File: config.mk
export PLATFORM = sky130hd
export DESIGN_NAME = dmem_access_ctrl_flat
export DESIGN_NICKNAME = d
export VERILOG_FILES = /design/src/rtl/dmem_access_if.sv /design/src/rtl/dmem_access_ctrl.sv /design/src/flat_wrapper.sv
export SDC_FILE = /design/constraint.sdc
export NUM_CORES = 1
export LEC_CHECK = 0
export BUFFER_PORTS_ARGS = -buffer_cell sky130_fd_sc_hd__buf_4
export CAP_MARGIN = 20
export CORE_MARGIN = 1.5
export CORE_UTILIZATION = 37
export DETAILED_ROUTE_END_ITERATION = 8
export MAX_ROUTING_LAYER = met4
export PLACE_DENSITY = 0.87
export SLEW_MARGIN = 20
export SYNTH_ARGS = -nofsm -noshare
export SYNTH_HDL_FRONTEND = slang
export SYNTH_SLANG_ARGS = --single-unit
File: constraint.sdc
create_clock -name i_clk -period 3.3 [get_ports i_clk]
set_input_delay 0.33 -clock i_clk [delete_from_list [all_inputs] [get_ports i_clk]]
set_output_delay 0.33 -clock i_clk [all_outputs]
set_load 0.01 [all_outputs]
File: src/rtl/dmem_access_if.sv
// Bundle of request/response signals between the MEM-stage requesters and the
// data-memory access controller.
interface dmem_access_if;
  logic        pipe_req;
  logic [31:0] pipe_addr;
  logic        fill_req;
  logic [31:0] fill_addr;
  logic        mem_hit;
  logic        mem_addr_sel;
  logic [31:0] mem_addr;
  logic        mem_en;
  logic        pipe_done;
  logic        pipe_stall;
  logic        fill_gnt;

  modport master (
    output pipe_req, pipe_addr, fill_req, fill_addr, mem_hit,
    input  mem_addr_sel, mem_addr, mem_en, pipe_done, pipe_stall, fill_gnt
  );

  modport slave (
    input  pipe_req, pipe_addr, fill_req, fill_addr, mem_hit,
    output mem_addr_sel, mem_addr, mem_en, pipe_done, pipe_stall, fill_gnt
  );
endinterface

File: src/rtl/dmem_access_ctrl.sv
// Arbitrates the MEM-stage data-memory port between the pipeline and the fill engine,
// with miss wait-and-retry and fill starvation bound. DMEM_MISS_PERF_EN adds a miss counter.
module dmem_access_ctrl #(
  parameter int unsigned MISS_LAT   = 4,
  parameter int unsigned STARVE_MAX = 3,
  parameter int unsigned CNT_W      = 3
) (
  input  logic         i_clk,
  input  logic         i_rst_n,
  dmem_access_if.slave dmem_bus
`ifdef DMEM_MISS_PERF_EN
  ,
  input  logic         i_miss_count_clr,
  output logic [15:0]  o_miss_count
`endif
);

  typedef enum logic [1:0] {StArb, StGntP, StGntF, StMiss} state_e;

  localparam logic [CNT_W-1:0] MissInit  = CNT_W'(MISS_LAT - 1);
  localparam logic [CNT_W-1:0] StarveLim = CNT_W'(STARVE_MAX);

  state_e            r_state, w_state_d;
  logic [CNT_W-1:0]  r_miss_cnt, w_miss_cnt_d;
  logic [CNT_W-1:0]  r_starve_cnt, w_starve_cnt_d;
  logic              w_gnt_p, w_gnt_f, w_done;

  always_ff @(posedge i_clk or negedge i_rst_n) begin
    if (!i_rst_n) begin
      r_state      <= StArb;
      r_miss_cnt   <= '0;
      r_starve_cnt <= '0;
    end else begin
      r_state      <= w_state_d;
      r_miss_cnt   <= w_miss_cnt_d;
      r_starve_cnt <= w_starve_cnt_d;
    end
  end

  always_comb begin
    w_state_d      = r_state;
    w_miss_cnt_d   = r_miss_cnt;
    w_starve_cnt_d = r_starve_cnt;
    unique case (r_state)
      StArb: begin
        if (dmem_bus.pipe_req && dmem_bus.fill_req) begin
          // Pipeline wins until the fill has been passed over STARVE_MAX times.
          if (r_starve_cnt < StarveLim) begin
            w_state_d      = StGntP;
            w_starve_cnt_d = r_starve_cnt + CNT_W'(1);
          end else begin
            w_state_d = StGntF;
          end
        end else if (dmem_bus.pipe_req) begin
          w_state_d = StGntP;
        end else if (dmem_bus.fill_req) begin
          w_state_d = StGntF;
        end
      end
      StGntP: begin
        if (!dmem_bus.pipe_req || dmem_bus.mem_hit) begin
          w_state_d = StArb;
        end else begin
          w_state_d    = StMiss;
          w_miss_cnt_d = MissInit;
        end
      end
      StMiss: begin
        if (!dmem_bus.pipe_req) begin
          w_state_d = StArb;
        end else if (r_miss_cnt == '0) begin
          w_state_d = StGntP;
        end else begin
          w_miss_cnt_d = r_miss_cnt - CNT_W'(1);
        end
      end
      StGntF: begin
        w_starve_cnt_d = '0;
        w_state_d      = (dmem_bus.fill_req && !dmem_bus.pipe_req) ? StGntF : StArb;
      end
      default: w_state_d = StArb;
    endcase
  end

  assign w_gnt_p = (r_state == StGntP);
  assign w_gnt_f = (r_state == StGntF);
  assign w_done  = w_gnt_p && dmem_bus.pipe_req && dmem_bus.mem_hit;

  assign dmem_bus.mem_addr_sel = w_gnt_f;
  assign dmem_bus.mem_addr     = w_gnt_f ? dmem_bus.fill_addr : dmem_bus.pipe_addr;
  assign dmem_bus.mem_en       = w_gnt_p || w_gnt_f;
  assign dmem_bus.pipe_done    = w_done;
  assign dmem_bus.pipe_stall   = dmem_bus.pipe_req && !w_done;
  assign dmem_bus.fill_gnt     = w_gnt_f;

`ifdef DMEM_MISS_PERF_EN
  logic [15:0] r_miss_count;

  always_ff @(posedge i_clk or negedge i_rst_n) begin
    if (!i_rst_n) begin
      r_miss_count <= '0;
    end else if (i_miss_count_clr) begin
      r_miss_count <= '0;
    end else if (w_gnt_p && !dmem_bus.mem_hit && (r_miss_count != 16'hFFFF)) begin
      r_miss_count <= r_miss_count + 16'd1;
    end
  end

  assign o_miss_count = r_miss_count;
`endif

endmodule

File: src/flat_wrapper.sv
// flat-port wrapper written by rule: the top's interface ports become plain ports
module dmem_access_ctrl_flat 
#(
  parameter int unsigned MISS_LAT   = 4,
  parameter int unsigned STARVE_MAX = 3,
  parameter int unsigned CNT_W      = 3
)
  (i_clk, i_rst_n, dmem_bus_pipe_req, dmem_bus_pipe_addr, dmem_bus_fill_req, dmem_bus_fill_addr, dmem_bus_mem_hit, dmem_bus_mem_addr_sel, dmem_bus_mem_addr, dmem_bus_mem_en, dmem_bus_pipe_done, dmem_bus_pipe_stall, dmem_bus_fill_gnt);
  dmem_access_if dmem_bus_i ();
  input  logic i_clk;
  input  logic i_rst_n;
  input wire logic [$bits(dmem_bus_i.pipe_req)-1:0] dmem_bus_pipe_req;
  input wire logic [$bits(dmem_bus_i.pipe_addr)-1:0] dmem_bus_pipe_addr;
  input wire logic [$bits(dmem_bus_i.fill_req)-1:0] dmem_bus_fill_req;
  input wire logic [$bits(dmem_bus_i.fill_addr)-1:0] dmem_bus_fill_addr;
  input wire logic [$bits(dmem_bus_i.mem_hit)-1:0] dmem_bus_mem_hit;
  output wire logic [$bits(dmem_bus_i.mem_addr_sel)-1:0] dmem_bus_mem_addr_sel;
  output wire logic [$bits(dmem_bus_i.mem_addr)-1:0] dmem_bus_mem_addr;
  output wire logic [$bits(dmem_bus_i.mem_en)-1:0] dmem_bus_mem_en;
  output wire logic [$bits(dmem_bus_i.pipe_done)-1:0] dmem_bus_pipe_done;
  output wire logic [$bits(dmem_bus_i.pipe_stall)-1:0] dmem_bus_pipe_stall;
  output wire logic [$bits(dmem_bus_i.fill_gnt)-1:0] dmem_bus_fill_gnt;
  assign dmem_bus_i.pipe_req = dmem_bus_pipe_req;
  assign dmem_bus_i.pipe_addr = dmem_bus_pipe_addr;
  assign dmem_bus_i.fill_req = dmem_bus_fill_req;
  assign dmem_bus_i.fill_addr = dmem_bus_fill_addr;
  assign dmem_bus_i.mem_hit = dmem_bus_mem_hit;
  assign dmem_bus_mem_addr_sel = dmem_bus_i.mem_addr_sel;
  assign dmem_bus_mem_addr = dmem_bus_i.mem_addr;
  assign dmem_bus_mem_en = dmem_bus_i.mem_en;
  assign dmem_bus_pipe_done = dmem_bus_i.pipe_done;
  assign dmem_bus_pipe_stall = dmem_bus_i.pipe_stall;
  assign dmem_bus_fill_gnt = dmem_bus_i.fill_gnt;
  dmem_access_ctrl #(.MISS_LAT(MISS_LAT), .STARVE_MAX(STARVE_MAX), .CNT_W(CNT_W)) u_core (.i_clk(i_clk), .i_rst_n(i_rst_n), .dmem_bus(dmem_bus_i));
endmodule
Yosys cells after proc, flatten, opt, wreduce, memory -nomap -nowiden
Cells that the tools add are included.
{"block": "totals", "reg_bits": 8, "latchBits": 0, "mem_bits_rw": 0, "rom_bits": 0, "in_bits": 69, "output_inout_bits": 37, "word_cells": 49, "mem_count": 0}
{"block": "op_classes", "addsub": 2, "mul": 0, "n_div": 0, "n_lt_le_gt_ge": 1, "n_eq_ne": 10, "n_shift": 0, "n_mux": 17, "n_bitwise": 0, "n_reduce_logical": 16}
{"op": "$mux W32", "count": 1}
{"op": "$mux W2", "count": 8}
{"op": "$mux W3", "count": 5}
{"op": "$pmux W3 S2", "count": 2}
{"op": "$pmux W2 S4", "count": 1}
{"op": "$ne A2 B2 Y1 const B", "count": 3}
{"op": "$logic_and A1 B1 Y1", "count": 5}
{"op": "$eq A2 B2 Y1 const B", "count": 2}
{"op": "$ne A2 B1 Y1 const B", "count": 2}
{"op": "$ne A4 B3 Y1 const B", "count": 1}
{"op": "$reduce_and A4 Y1", "count": 1}
{"op": "$reduce_bool A2 Y1", "count": 2}
{"op": "$add A3 B1 Y3 const B", "count": 1}
{"op": "$logic_not A3 Y1", "count": 1}
{"op": "$lt A3 B2 Y1 const B", "count": 1}
{"op": "$ne A3 B2 Y1 const B", "count": 1}
{"op": "$reduce_and A3 Y1", "count": 1}
{"op": "$sub A3 B1 Y3 const B", "count": 1}
{"op": "$eq A2 B1 Y1 const B", "count": 1}
{"op": "$logic_not A1 Y1", "count": 2}
{"op": "$logic_not A2 Y1", "count": 1}
{"op": "$logic_or A1 B1 Y1", "count": 2}
{"op": "$reduce_and A2 Y1", "count": 1}

Longest topological paths before layout
Gate-level depths: netlist (run 1).
{"block": "depth", "ltp_word": 5, "ltp_mapped": 7, "depth_no_buf": 6}

Worst setup path before layout (run 1)
No wires, ideal clock.
{"block": "synth_path", "path_kind": "register to output", "start": "reg u_core.r_state[0]", "end": "out dmem_bus_mem_addr[0]", "arrival_time_ns": 1.459, "setup_slack_ns": 1.511, "stages_incl_launch_ff": 6, "path_cell_list": "dfrtp_1 inv_1 ha_1 buf_6 buf_2 mux2_2"}
{"block": "synth_between", "elab_chain_len": 2}
{"element": "from (decl)", "line": "dmem_access_ctrl.sv:23", "source": "state_e r_state, w_state_d;"}
{"element": "from (signal assigned)", "line": "dmem_access_ctrl.sv:30", "source": "r_state <= StArb;"}
{"element": "from (signal assigned)", "line": "dmem_access_ctrl.sv:34", "source": "r_state <= w_state_d;"}
{"element": "$eq A2 B2 Y1", "line": "dmem_access_ctrl.sv:86", "source": "assign w_gnt_f = (r_state == StGntF);"}
{"element": "named net dmem_bus_fill_gnt", "line": "flat_wrapper.sv:22", "source": "output wire logic [$bits(dmem_bus_i.fill_gnt)-1:0] dmem_bus_fill_gnt;"}
{"element": "$mux W32", "line": "dmem_access_ctrl.sv:90", "source": "assign dmem_bus.mem_addr = w_gnt_f ? dmem_bus.fill_addr : dmem_bus.pipe_addr;"}
{"element": "to (decl)", "line": "flat_wrapper.sv:18", "source": "output wire logic [$bits(dmem_bus_i.mem_addr)-1:0] dmem_bus_mem_addr;"}
The timed path passes the listed nets, and every way through them passes these cells.

Worst setup path after layout (run 1)
{"block": "layout_path", "start": "reg u_core.r_state[0]", "end": "out dmem_bus_mem_addr[1]"}
{"block": "layout_between", "elab_chain_len": 2}
{"element": "$eq A2 B2 Y1", "line": "dmem_access_ctrl.sv:86"}
{"element": "$mux W32", "line": "dmem_access_ctrl.sv:90"}
Every way passes these cells.

==> impl_metrics.toml, run 1 <==
[run_status]
status = "finished clean"

[synth]
synth_ff_type = "dfrtp_1"
synthMuxAreaShare_pct = 40.4
ys_seq_area_share_pct = 20.7
syn_inst = 97
ys_types = 28
synth_compound_area_share_pct = 9.56
yosys.area.top_type = "mux2_2"
synth_edf_count = 0
synth-simple-area-share_pct = 11.0
async_flop_share_pct = 100
synth-adder-area-share_pct = 10.3
ys_top_cells_by_area = "mux2_2 (38%), dfrtp_1 (21%), ha_1 (10%)"
syn_nets = 174
synth-seq-cells = 8
yosys_warnings = 0
netlist_area_um2 = 968
synthXorXnorAreaFrac_pct = 1.81
synth_top_area_share_pct = 38.4
synth_top_family_by_area = "multiplexers"
syn_avg_cell_area_um2 = 9.98

[setup_path]
arrival_ns = 1.79
cp_max_fo = 24
worstPathRequired_ns = 2.97
cpPeakStageDelay_ns = 0.41
critPathCaptureType = "output pin"
cp-start-kind = "flip-flop"
crit_path_cell_trace = "inv_1, ha_1, buf_4, mux2_2, buf_4"
path_common_cell = "buf_4"
crit_type = "reg2out"
crit_slowest_cell = "dfrtp_1"

[route]
drtPass1Iterations = 4
postRouteWirelength_um = 3590
vias = 1113
initialDrtViolationCount = 6
drtAntennaViolNets = 0
avgRoutedWirePerCell_um = 15.5
vias_per_cell = 4.80
drc = 0

[finish]
regArea_um2 = 200
multi_input_area_um2 = 708
num-fill-cells = 179
syn_to_final_growth_pct = 85.9
drive_above_1_share_pct = 72.8
fin_util_pct = 72.7
instances_no_fill = 232
nets = 281
diodes = 0

[job]
drv_cap = 0

[die]
start_util_pct = 39.1
rows = 18
die_w_um = 54.2
die_area_um2 = 2930
ios = 106
coreArea_um2 = 2480
die_h_um = 54.2

[sta]
slew_viol_final = 0
setup_violations = 0
max_slew_margin_pct = 79.5
hold_viol = 0
skew_ns = 0.00398
worstMarginPinSlew_ns = 0.305
period_share_pct = 64.2
whs_ns = 0.399
max_freq_mhz = 472
rsz0062_at_grt = "no"
min_period_ns = 2.12
setup_tns_ns = 0

[placed_design]
port_buffers = 105
post-place-cells = 228
place.gp.congestion = 0.894
hpwl_um = 3020

[grt]
grt_pass1_wl_um = 4690
grt_max_degree = 25
grt_overflow = 0
grt.total_usage_pct = 23.1
antenna_found_initial = 0
grt_pass1_vias = 1046

[cts]
cts_buffers = 3
cts_tree = "yes"
clk_latency_ns = 0.25
clockBufferDepth = 2
clock_sinks = 8
clkTransAtPathRegs_ns = 0.06
cts_root_buffer = "clkbuf_4"
cts_setup_buffers = 0
htree_levels = 1

[worst_hold_path]
hold_path_class = "in2reg"

[pwr]
power.density_nw_per_um2 = 636
power_leakage_nw = 0.934
peakVddDrop_mv = 0.530
power_mw = 1.14
-- stage by stage --
stage | area [um2] | setup slack (ns)
after floorplan | 968 | 1.51
after global placement | 1770 | 1.52
after detailed placement | 1770 | 1.44
after CTS | 1800 | 1.17
after global routing | 1800 | 1.08
final | 1800 | 1.18
-- per-layer routing --
layer	wire length [um]	global-route usage, %	up-vias
met2	1880	42.8	48
met4	12	6.25	0
met3	319	5.00	2
met1	1370	24.3	503
met5	0	-	-
li1	-	-	560
-- power by group --
part | total (mW) | switching, mW | internal [mW]
clock | 0.0738 | 0.0322 | 0.0416
sequential | 0.186 | 0.0401 | 0.146
combinational | 0.884 | 0.393 | 0.491
-- final timing paths --
check | slack, ns | cells past startpoint | endpoint | startpoint
setup / recovery | 1.18 | 5 | dmem_bus_mem_addr[1] | u_core.r_state[0]
hold / removal | 0.40 | 3 | u_core.r_miss_cnt[2] | dmem_bus_mem_hit
setup reg to reg | 1.65 | 7 | u_core.r_state[1] | u_core.r_state[0]
hold reg to reg | 0.55 | 2 | u_core.r_miss_cnt[2] | u_core.r_miss_cnt[2]
max in group asynchronous | 2.71 | 2 | u_core.r_starve_cnt[1] | i_rst_n
min in group asynchronous | 0.46 | 2 | u_core.r_starve_cnt[2] | i_rst_n
-- critical path: cells and delay by family, from the launching register on --
kind	cells	cell delay, ns
buf+inv	3	0.56
flops	1	0.41
mux	1	0.40
fa+ha+maj	1	0.17
-- what timing repair did --
action                    CTS  global route
hold buffers                1             0
hold endpoints to repair    8             0
resized for setup           0             0
-- cell usage after synthesis (2+ instances only) --
library cell and count:
a21oi_1 5, nor2_1 4, buf_2 3, dfrtp_1 8, o22ai_1 2, nand3_1 2, nor3_1 2, ha_1 8
o21ai_1 2, mux2i_1 2, inv_1 5, buf_4 2, nand2_1 5, mux2_2 33
-- registers in the layout (all words and copies together), names as in the netlist --
name	count
u_core.r_miss_cnt	3
u_core.r_starve_cnt	3
u_core.r_state	2
-- cell type report --
| type | count | area share, % |
|---|---|---|
| Inverter | 5 | 1.04 |
| Multi-Input combinational cell | 78 | 39.3 |
| Tap cell | 30 | 2.08 |
| Timing Repair Buffer | 108 | 45.2 |
| Sequential cell | 8 | 11.1 |
| Clock buffer | 3 | 1.25 |
-- layout by cell type (no fill, tap or decap) --
cell           count
a21boi_2           1
a21o_1             1
a21oi_1            5
a311o_1            1
a32o_2             1
and3_1             1
and3b_1            1
buf_4            107
clkbuf_4           3
dfrtp_1            8
dlygate4sd3_1      1
ha_1               8
inv_1              5
mux2_2            33
mux2i_1            2
nand2_1            5
nand2b_4           1
nand3_1            2
nand4_1            1
nor2_1             4
nor2_4             1
nor2b_1            1
nor3_1             2
o21ai_0            1
o21ai_1            2
o22ai_1            2
xnor2_1            1
xor2_1             1
-- kinds of logic after synthesis --
kind of cell | Yosys count
xor+xnor | 2
compound gates | 14
buf+inv | 11
fa+ha+maj | 8
simple gates | 19
mux | 35
flops | 8
(Power assumes the default switching activity.)
==> run 2: changes to the inputs <==
Settings changed: CORE_UTILIZATION 37 to 34, PLACE_DENSITY 0.87 to 0.81.
Clock period 3.3 ns to 2 ns, I/O delays scaled along.
==> impl_metrics.toml, run 2 (synthesis results as in run 1) <==
[setup_path]
worstSetupEndpoint = "dmem_bus_mem_addr[28]"
ff2ff_path_depth = 6
crit_start = "u_core.r_state[0]"
timing.rr.end = "u_core.r_starve_cnt[1]"
r2r_start = "u_core.r_state[0]"
r2r_setup_slack_ns = 0.42
crit_type = "reg2out"
cp_max_fo = 12
worstPathRequired_ns = 1.80
cp-start-kind = "flip-flop"
arrival_ns = 1.72
critPathCaptureType = "output pin"

[placed_design]
post-place-cells = 230
place.gp.congestion = 0.866
place_ws_ns = 0.229
port_buffers = 105
hpwl_um = 2990

[finish]
drive_above_1_share_pct = 73.4
final_cell_mix = "buf_4 (107), mux2_2 (33), dfrtp_1 (8), ha_1 (7)"
instances_no_fill = 234
regArea_um2 = 200
reg.largest.list = "u_core.r_miss_cnt: 3 flops, u_core.r_starve_cnt: 3 flops, u_core.r_state: 2 flops"
num-fill-cells = 226
multi_input_area_um2 = 721
syn_to_final_growth_pct = 88.5
diodes = 0
nets = 282
mostFrequentLayoutCell = "buf_4"

[route]
drc = 0
avgRoutedWirePerCell_um = 14.5
drtPass1Iterations = 3
drtAntennaViolNets = 0
initialDrtViolationCount = 33
vias = 1132
postRouteWirelength_um = 3390
vias_per_cell = 4.84

[pwr]
power_leakage_nw = 0.940
peakVddDrop_mv = 0.580
combPwrFrac_pct = 77.9
power.internal_mw = 1.16
clkPwrFrac_pct = 5.9
seq_power_share_pct = 16.2
power_mw = 1.93
switching_share_pct = 40.0
p_switching_mw = 0.770
power.density_nw_per_um2 = 1050

[die]
die_w_um = 56.4
coreArea_um2 = 2730
start_util_pct = 35.4
die_area_um2 = 3180
die_h_um = 56.4
ios = 106
rows = 19

[cts]
clock_sinks = 8
cts_buffers = 3
cts_root_buffer = "clkbuf_4"
cts_tree = "yes"
htree_levels = 1
clockBufferDepth = 2
clkTransAtPathRegs_ns = 0.05
clk_latency_ns = 0.24

[sta]
worstMarginPinSlew_ns = 0.342
setup_tns_ns = 0
max_freq_mhz = 520
rsz0062_at_grt = "no"
setup_violations = 0
skew_ns = 0.00182
hold_viol = 0
slew_viol_final = 0
min_period_ns = 1.92
setup_ws_ns = 0.0786
period_share_pct = 96.1
max_slew_margin_pct = 77.0

[grt]
grt_overflow = 0
grt.total_usage_pct = 22.6
grt_max_degree = 13
grt_pass1_wl_um = 5460
grt_pass1_vias = 1181
antenna_found_initial = 0

[worst_hold_path]
hold_path_class = "in2reg"

[run_status]
status = "finished clean"

[job]
drv_cap = 0
## run 2: metrics by stage
stage	instance area, um2	hold WS, ns	utilization (%)
finish	1830	0.272	66.8
global route	1830	0.292	66.8
CTS	1810	0.263	66.3
detailed placement	1780	0.0183	65.0
global placement	1780	0.0174	65.0
floorplan	968	-0.0956	-
## run 2: how the worst min path moves through the flow
stage,startpoint,depth (start not counted),slack (ns),to
after floorplan,i_rst_n,0,-0.1,u_core.r_miss_cnt[0]
after global placement,i_rst_n,1,0.02,u_core.r_miss_cnt[2]
after detailed placement,i_rst_n,1,0.02,u_core.r_miss_cnt[0]
after CTS,dmem_bus_mem_hit,3,0.26,u_core.r_miss_cnt[2]
after global routing,dmem_bus_mem_hit,3,0.29,u_core.r_miss_cnt[2]
final,dmem_bus_mem_hit,3,0.27,u_core.r_miss_cnt[2]
## run 2: cell type report
cell class,instances,share of cell area (%)
clock buffer,3,1.23
inverter,5,1.03
multi-input combinational,78,39.5
timing repair buffer,109,45.2
tap,31,2.12
sequential,8,11.0
## run 2: layer usage
layer	global-route usage, %	up-vias	wire, um
met5	-	-	0
met4	8.84	0	65
met3	5.76	6	245
met2	42.0	55	1890
met1	22.4	509	1190
li1	-	562	-
## run 2: repair_timing
action | in CTS | in global routing
setup endpoints to repair | 32 | 32
buffers inserted | 0 | 0
resized for setup | 1 | 2
hold buffers | 1 | 0
hold endpoints to repair | 8 | 0
## run 2: power by group through the flow
stage / logic, mW / registers, mW / clock network [mW]
floorplan: 0.924 / 0.294 / 0
global placement: 1.43 / 0.299 / 0
detailed placement: 1.48 / 0.310 / 0
CTS: 1.50 / 0.308 / 0.122
global route: 1.63 / 0.323 / 0.129
finish: 1.50 / 0.312 / 0.114
## run 2: critical path: stages, from the launching register on
cell and delay, ns:
dfrtp_1 0.41, inv_1 0.16, ha_4 0.20, buf_4 0.20, mux2_2 0.36, buf_4 0.15
